<file path="src/rtl/sync_fifo_pkg.sv">
// Shared helpers for the parametrised synchronous FIFO: pointer width and read-mode constants.
package sync_fifo_pkg;

    localparam int MODE_STD  = 0;
    localparam int MODE_FWFT = 1;

    // One extra pointer bit distinguishes full from empty when the indices match.
    function automatic int ptr_w(input int depth);
        return $clog2(depth) + 1;
    endfunction

endpackage

</file>
<file path="src/rtl/fifo_mem.sv">
// FIFO storage: register array with one synchronous write port and one asynchronous read port.
module fifo_mem #(
    parameter int DATA_WIDTH = 8,
    parameter int DEPTH      = 16
) (
    input  logic                       clk,
    input  logic                       we,
    input  logic [$clog2(DEPTH)-1:0]   waddr,
    input  logic [DATA_WIDTH-1:0]      wdata,
    input  logic [$clog2(DEPTH)-1:0]   raddr,
    output logic [DATA_WIDTH-1:0]      rdata
);

    logic [DATA_WIDTH-1:0] mem [DEPTH];

    // Contents are intentionally left unreset; the pointers define what is valid.
    always_ff @(posedge clk) begin
        if (we) begin
            mem[waddr] <= wdata;
        end
    end

    assign rdata = mem[raddr];

endmodule

</file>
<file path="src/rtl/sync_fifo_param.sv">
// Single-clock FIFO with thresholds, occupancy count, sticky error flags, flush and optional FWFT read.
module sync_fifo_param
    import sync_fifo_pkg::*;
#(
    parameter int DATA_WIDTH = 8,
    parameter int DEPTH      = 16,
    parameter int AF_THRESH  = DEPTH - 2,
    parameter int AE_THRESH  = 2,
    parameter int FWFT       = MODE_STD
) (
    input  logic                         clk,
    input  logic                         rst_n,
    input  logic                         clr,
    input  logic                         w_en,
    input  logic                         r_en,
    input  logic [DATA_WIDTH-1:0]        data_in,
    output logic [DATA_WIDTH-1:0]        data_out,
    output logic                         full,
    output logic                         empty,
    output logic                         almost_full,
    output logic                         almost_empty,
    output logic [ptr_w(DEPTH)-1:0]      count,
    output logic                         overflow,
    output logic                         underflow
);

    localparam int PW = ptr_w(DEPTH);
    localparam int AW = PW - 1;

    if (DEPTH < 4 || (DEPTH & (DEPTH - 1)) != 0) begin : g_bad_depth
        $error("sync_fifo_param: DEPTH must be a power of 2 and at least 4");
    end
    if (AF_THRESH < 1 || AF_THRESH > DEPTH) begin : g_bad_af
        $error("sync_fifo_param: AF_THRESH out of range 1..DEPTH");
    end
    if (AE_THRESH < 0 || AE_THRESH > DEPTH - 1) begin : g_bad_ae
        $error("sync_fifo_param: AE_THRESH out of range 0..DEPTH-1");
    end
    if (FWFT != MODE_STD && FWFT != MODE_FWFT) begin : g_bad_mode
        $error("sync_fifo_param: FWFT must be 0 or 1");
    end

    logic [PW-1:0]         wr_ptr_q, wr_ptr_d;
    logic [PW-1:0]         rd_ptr_q, rd_ptr_d;
    logic                  ovf_q, ovf_d;
    logic                  udf_q, udf_d;
    logic [DATA_WIDTH-1:0] dout_q, dout_d;
    logic [DATA_WIDTH-1:0] mem_rdata;
    logic                  wr_acc;
    logic                  rd_acc;

    // Flags decode straight from the registered pointers, so they track the last edge.
    assign count        = wr_ptr_q - rd_ptr_q;
    assign full         = (count == PW'(DEPTH));
    assign empty        = (count == '0);
    assign almost_full  = (count >= PW'(AF_THRESH));
    assign almost_empty = (count <= PW'(AE_THRESH));
    assign overflow     = ovf_q;
    assign underflow    = udf_q;

    assign wr_acc = w_en && !full  && !clr;
    assign rd_acc = r_en && !empty && !clr;

    always_comb begin
        wr_ptr_d = wr_ptr_q;
        rd_ptr_d = rd_ptr_q;
        ovf_d    = ovf_q;
        udf_d    = udf_q;
        dout_d   = dout_q;
        if (clr) begin
            wr_ptr_d = '0;
            rd_ptr_d = '0;
            ovf_d    = 1'b0;
            udf_d    = 1'b0;
            dout_d   = '0;
        end else begin
            if (wr_acc) wr_ptr_d = wr_ptr_q + PW'(1);
            if (rd_acc) rd_ptr_d = rd_ptr_q + PW'(1);
            if (w_en && full)  ovf_d = 1'b1;
            if (r_en && empty) udf_d = 1'b1;
            if (rd_acc) dout_d = mem_rdata;
        end
    end

    always_ff @(posedge clk or negedge rst_n) begin
        if (!rst_n) begin
            wr_ptr_q <= '0;
            rd_ptr_q <= '0;
            ovf_q    <= 1'b0;
            udf_q    <= 1'b0;
            dout_q   <= '0;
        end else begin
            wr_ptr_q <= wr_ptr_d;
            rd_ptr_q <= rd_ptr_d;
            ovf_q    <= ovf_d;
            udf_q    <= udf_d;
            dout_q   <= dout_d;
        end
    end

    fifo_mem #(
        .DATA_WIDTH (DATA_WIDTH),
        .DEPTH      (DEPTH)
    ) u_mem (
        .clk   (clk),
        .we    (wr_acc),
        .waddr (wr_ptr_q[AW-1:0]),
        .wdata (data_in),
        .raddr (rd_ptr_q[AW-1:0]),
        .rdata (mem_rdata)
    );

    assign data_out = (FWFT == MODE_FWFT) ? mem_rdata : dout_q;

endmodule

</file>
<file path="config.mk">
export PLATFORM = sky130hd
export DESIGN_NAME = sync_fifo_param
export DESIGN_NICKNAME = d
export VERILOG_FILES = /design/src/rtl/sync_fifo_pkg.sv /design/src/rtl/fifo_mem.sv /design/src/rtl/sync_fifo_param.sv
export SDC_FILE = /design/constraint.sdc
export NUM_CORES = 1
export LEC_CHECK = 0
export BUFFER_PORTS_ARGS = -buffer_cell sky130_fd_sc_hd__buf_2
export CAP_MARGIN = 25
export CELL_PAD_IN_SITES_DETAIL_PLACEMENT = 1
export CELL_PAD_IN_SITES_GLOBAL_PLACEMENT = 2
export CORE_MARGIN = 2
export CORE_UTILIZATION = 42
export DETAILED_ROUTE_END_ITERATION = 8
export GPL_ROUTABILITY_DRIVEN = 0
export PLACE_DENSITY_LB_ADDON = 0.1
export SYNTH_ARGS = -nofsm -noshare
export SYNTH_HDL_FRONTEND = slang
export SYNTH_SLANG_ARGS = --single-unit
</file>
<file path="constraint.sdc">
create_clock -name clk -period 3.7 [get_ports clk]
set_clock_uncertainty 0.05 [all_clocks]
set_input_delay 0.37 -clock clk [delete_from_list [all_inputs] [get_ports clk]]
set_output_delay 0.37 -clock clk [all_outputs]
set_load 0.01 [all_outputs]
</file>
# Word-level counts from Yosys, hierarchy flattened

Memory sizes are Yosys's and may differ from the RTL's.
Cells that the tools add are included.
W data, S select, Z words.

Equality and inequality tests: 1
Order comparisons: 2
Add/subtract/negate cells: 3
Reduce and logical (&&, ||, !) cells: 14
Muxes and demuxes: 12

Operators with widths:

| kind                  | number |
|---|---|
| $mux W5               | 4 |
| $mux W8               | 2 |
| $add A5 B1 Y5 const B | 2 |
| $reduce_bool A2 Y1    | 4 |
| $logic_and A1 B1 Y1   | 6 |
| $mux W1               | 6 |
| $eq A5 B5 Y1 const B  | 1 |
| $ge A5 B4 Y1 const B  | 1 |
| $le A5 B2 Y1 const B  | 1 |
| $logic_not A5 Y1      | 1 |
| $sub A5 B5 Y5         | 1 |
| $logic_not A1 Y1      | 3 |

Word-level logic and storage cells: 38
Flip-flop bits (word level): 20
Output and inout port bits: 19
Memories: 1
Memory bits (writable): 128

Memory list:

| name      | depth | width | rd ports | clocked after Yosys merged registers in | wr ports | RTL line       | RTL |
|---|---|---|---|---|---|---|---|
| u_mem.mem | 16    | 8     | 1        | 0                                       | 1        | fifo_mem.sv:14 | `logic [DATA_WIDTH-1:0] mem [DEPTH];` |

# Depth between registers and ports, before layout

Depth in word-level cells: 7
Gate-level depth with buffers: 10

# Modules after synthesis

From an unflattened synthesis, not the netlist that was laid out.

Cells, all modules: 346
Area total of the unflattened synthesis: 6188.4 µm²

Modules (own cells, without submodules):

| module          | area each (µm²) | times used | cells an instance |
|---|---|---|---|
| fifo_mem        | 4987.3          | 1          | 221 |
| sync_fifo_param | 1201.2          | 1          | 125 |

# Worst setup path before layout

Ideal clock, no wire load.

Path kind: register to register
From: register rd_ptr_q[1]
To: memory u_mem.mem[0][0] (enable)
Arrival: 3.063 ns
Setup slack: 0.193 ns
Stages on the path, launching flop included: 11
Setup time: 0.395 ns
Cells stage by stage: dfrtp_1 -> clkbuf_1 -> clkbuf_1 -> inv_1 -> ha_1 -> nand3b_1 -> nand2_1 -> mux2i_2 -> o21ai_2 -> buf_2 -> nor4_1

Word-level cells in the longest chain between the ends: 7

Ends and longest elaborated chain:

| element                           | RTL line              | RTL |
|---|---|---|
| start: declaration                | sync_fifo_param.sv:44 | `logic [PW-1:0] rd_ptr_q, rd_ptr_d;` |
| start signal: assignment          | sync_fifo_param.sv:94 | `rd_ptr_q <= rd_ptr_d;` |
| $sub A5 B5 Y5                     | sync_fifo_param.sv:53 | `assign count = wr_ptr_q - rd_ptr_q;` |
| $eq A5 B5 Y1                      | sync_fifo_param.sv:54 | `assign full = (count == PW'(DEPTH));` |
| $logic_not A1 Y1                  | sync_fifo_param.sv:61 | `assign wr_acc = w_en && !full && !clr;` |
| $logic_and A1 B1 Y1 (2 in series) | sync_fifo_param.sv:61 |  |
| $mux W1                           | fifo_mem.sv:18        | `if (we) begin` |
| $mux W1 (not written as such)     | fifo_mem.sv:19        | `mem[waddr] <= wdata;` |
| end: declaration                  | fifo_mem.sv:14        |  |

No other way between the ends.

# Worst setup path in the final report

From: register wr_ptr_q[0]
To: output almost_empty

Word-level cells in the longest chain between the ends: 2

Ends and longest elaborated chain:

| element                  | RTL line              | RTL |
|---|---|---|
| start: declaration       | sync_fifo_param.sv:43 | `logic [PW-1:0] wr_ptr_q, wr_ptr_d;` |
| start signal: assignment | sync_fifo_param.sv:93 | `wr_ptr_q <= wr_ptr_d;` |
| $sub A5 B5 Y5            | sync_fifo_param.sv:53 |  |
| $le A5 B2 Y1             | sync_fifo_param.sv:57 | `assign almost_empty = (count <= PW'(AE_THRESH));` |
| end: declaration         | sync_fifo_param.sv:21 | `output logic almost_empty,` |

No other way between the ends.

==> results.tsv <==
stage	metric	value	unit
critical_path	reg2reg start	wr_ptr_q[0]$_DFFE_PN0P_	
sta	Final min period	3.30	ns
sta	RSZ-0062 raised after global routing	no	
clock_tree	CTS tree	done	
routing	DRT antenna net count	0	
run	max-cap check violation count	0	
clock_tree	CTS clk-pin slew, worst paths	0.06	ns
placed_design	cell total after placement	571	
finish	most common cell after layout, fill and taps aside	edfxtp_1	
synthesis	sequential share of the synthesized area	0.696	
synthesis	area leader, netlist	edfxtp_1	
global_routing	largest net degree at the start of global routing	37	
routing	via/cell ratio	5.69	
finish	Post-Layout Cell Count	604	
hold_path	worst hold stages	3	
synthesis	Synth Area per Inst	17.7	µm²
synthesis	ys flop type	edfxtp_1	
floorplanning	Core Rows	44	
global_routing	vias in the first global route	3693	
synthesis	cell count after synthesis	352	
pwr	Power Dens Cells	691	nW/µm²
floorplanning	Core Region	14500	µm²
critical_path	Max FO, Critical Path	11	
floorplanning	Die Wd	126	µm
hold_path	Hold Path Sink	rd_ptr_q[1]$_DFFE_PN0P_	
sta	Period Utilization, post-route	0.891	
global_routing	total track usage	0.199	
critical_path	Reg2Reg Setup Slack	0.46	ns
floorplanning	die span in y	126	µm
critical_path	CP Data Arrival Time	2.88	ns
pwr	maximum vdd drop	0.000344	V
sta	Finish-stage setup viols	0	
sta	Final Slew Violations	0	
clock_tree	maximum clock path buffer count	2	
clock_tree	CTS Buf Count	17	
critical_path	CP max stage delay	0.42	ns
critical_path	CP max-delay cell	dfrtp_1	
placed_design	Placement Cell Area	6730	µm²
pwr	total power	5.03	mW
critical_path	critical path launch point type	flip-flop	
routing	DR pass1 iterations	4	
floorplanning	DIE AREA	15900	µm²
routing	drt first-iter violations	283	
finish	most frequent cells in the layout	128 x edfxtp_1, 32 x mux4_2, 31 x buf_2	
finish	Inserted Diodes	0	
finish	layout cells sized above 1	0.305	
synthesis	Yosys Warn Count	0	
hold_path	Worst Hold Class	in2reg	
sta	Peak Freq	303	MHz
pwr	Leak Pwr	2.55	nW
synthesis	Synth area leaders	edfxtp_1 62%, mux4_2 12%, dfrtp_1 8.0%	
critical_path	Setup CP Type	reg2out	
placed_design	Final HPWL DP	9.93	mm
sta	Slew headroom	0.487	
synthesis	area share of the largest cell type after synthesis	0.616	
sta	setup TNS	0	ns
global_routing	initial antenna violation count	0	
clock_tree	H-tree Lvls	4	
routing	routed wire length	14.7	mm
synthesis	Yosys reg bits	148	
routing	vias	3439	
critical_path	worst r2r dst	u_mem.mem[12][4]$_DFFE_PP_	
sta	worst slew pin tran	0.770	ns
finish	final design utilization	0.501	
clock_tree	Clk Latency, worst-skew pair	0.42	ns
critical_path	critical path, cell by cell	inv_1, ha_1, fa_1, nand2b_1, a21oi_2, xor2_2, inv_2, a2111oi_1, buf_2	
floorplanning	I/O pins	32	
clock_tree	CTS Sinks	148	
routing	wire per inst	24.4	µm
critical_path	crit end category	output pin	
outcome	status	completed	
synthesis	Synth Cell Area	6240	µm²
critical_path	worst path required time	3.28	ns
synthesis	count of cell types in the netlist	45	
global_routing	grt ovf	0	
synthesis	async set or reset register ratio after synthesis	0.135	
clock_tree	Root Buffer	clkbuf_16	
hold_path	min-delay src	r_en	
synthesis	Post-synth EDFFs	128	
finish	Finished Cell Area	7280	µm²
sta	endpoints failing hold	0	
critical_path	worst r2r path cells	9	
placed_design	port bufs	31	
floorplanning	Initial Util	0.430	
global_routing	global-route wire length before repair	23.0	mm
synthesis	Synth Net Count	375	
finish	# nets final	430	
finish	Layout area overhead	16.7	%
routing	drt drc	0	
worst max-delay path, delay by kind of cell, from the launching register on:
kind	cells	cell delay, ns
AOI/OAI and AO/OA	2	0.49
buffers and inverters	3	0.48
adders and majority gates	2	0.63
xor gates and xnor gates	1	0.25
DFF	1	0.42
and+or+nand+nor	1	0.19
flip-flops by register name, summed over array words and instances, names as in the netlist:
signal / flops
wr_ptr_q: 5
overflow: 1
u_mem.mem: 128
data_out: 8
underflow: 1
rd_ptr_q: 5
how the worst max path moves through the flow:
stage	start	end	slack, ns	depth (start not counted)
2_1_floorplan	rd_ptr_q[1]$_DFFE_PN0P_	u_mem.mem[0][0]$_DFFE_PP_	0.19	10
3_3_place_gp	wr_ptr_q[0]$_DFFE_PN0P_	u_mem.mem[15][4]$_DFFE_PP_	0.59	9
3_5_place_dp	wr_ptr_q[0]$_DFFE_PN0P_	u_mem.mem[13][3]$_DFFE_PP_	0.47	9
4_1_cts	wr_ptr_q[0]$_DFFE_PN0P_	almost_empty	0.33	9
5_1_grt	wr_ptr_q[0]$_DFFE_PN0P_	almost_empty	0.13	9
6_report	wr_ptr_q[0]$_DFFE_PN0P_	almost_empty	0.40	9
per-layer routing:
layer  wire [µm]  share of wire  global-route usage  up-vias
met4         295          0.020              0.0756        0
met3         568          0.039              0.0340       20
met2        7190           0.49               0.316       70
met5           0              0                   0        -
met1        6660           0.45               0.278     1810
li1            -              -                   -     1539
stage by stage:
| stage | hold WS [ns] | setup WS, ns |
|---|---|---|
| finish | 0.270 | 0.405 |
| global route | 0.273 | 0.131 |
| CTS | 0.250 | 0.334 |
| detailed placement | 0.333 | 0.470 |
| global placement | 0.327 | 0.585 |
| floorplan | 0.0244 | 0.193 |
report_power, final:
part	internal [mW]	switching [mW]	leakage (nW)
Sequential	1.91	0.0597	1.42
Clock	0.921	0.656	0.268
Combinational	0.586	0.898	0.859
cells in the mapped netlist, types with 2 or more instances:
library cell,count
a21boi_1,2
a21oi_1,6
a221oi_1,8
a22o_1,8
a31oi_1,2
a41oi_1,8
and2_1,8
buf_2,4
buf_4,3
clkbuf_1,9
dfrtp_1,20
edfxtp_1,128
ha_1,9
inv_1,12
mux2_1,7
mux4_2,32
nand2_1,8
nand4_1,3
nor2_1,22
nor2b_1,4
nor3_1,8
nor4_1,8
o2111ai_1,2
o21ai_1,8
o31ai_1,2
xor2_1,2
area by class of cell:
class,count,area (µm²)
Clock buffer,19,433
Clock inverter,13,108
Inverter,13,48.8
Tap cell,184,230
Sequential cell,148,4350
Multi-Input combinational cell,174,1800
Fill cell,1396,7250
Timing Repair Buffer,53,323
repair_timing:
item                      in CTS  in global routing
hold endpoints to repair      20                  0
setup buffers                  0                  0
hold buffers                   1                  0
resized for setup              0                  0
cells by family (layout without fill, tap and decap cells):
kind of cell,Yosys count,after routing,synth area share
XOR/XNOR,4,4,0.00802
multiplexers,42,42,0.134
adder cells (fa/ha/maj),10,10,0.0212
AO/OA/AOI/OAI,52,52,0.0667
flip-flops,148,148,0.696
buffers and inverters,30,98,0.0206
AND/OR/NAND/NOR,66,66,0.0535
Power figures use the tool's default switching activity.
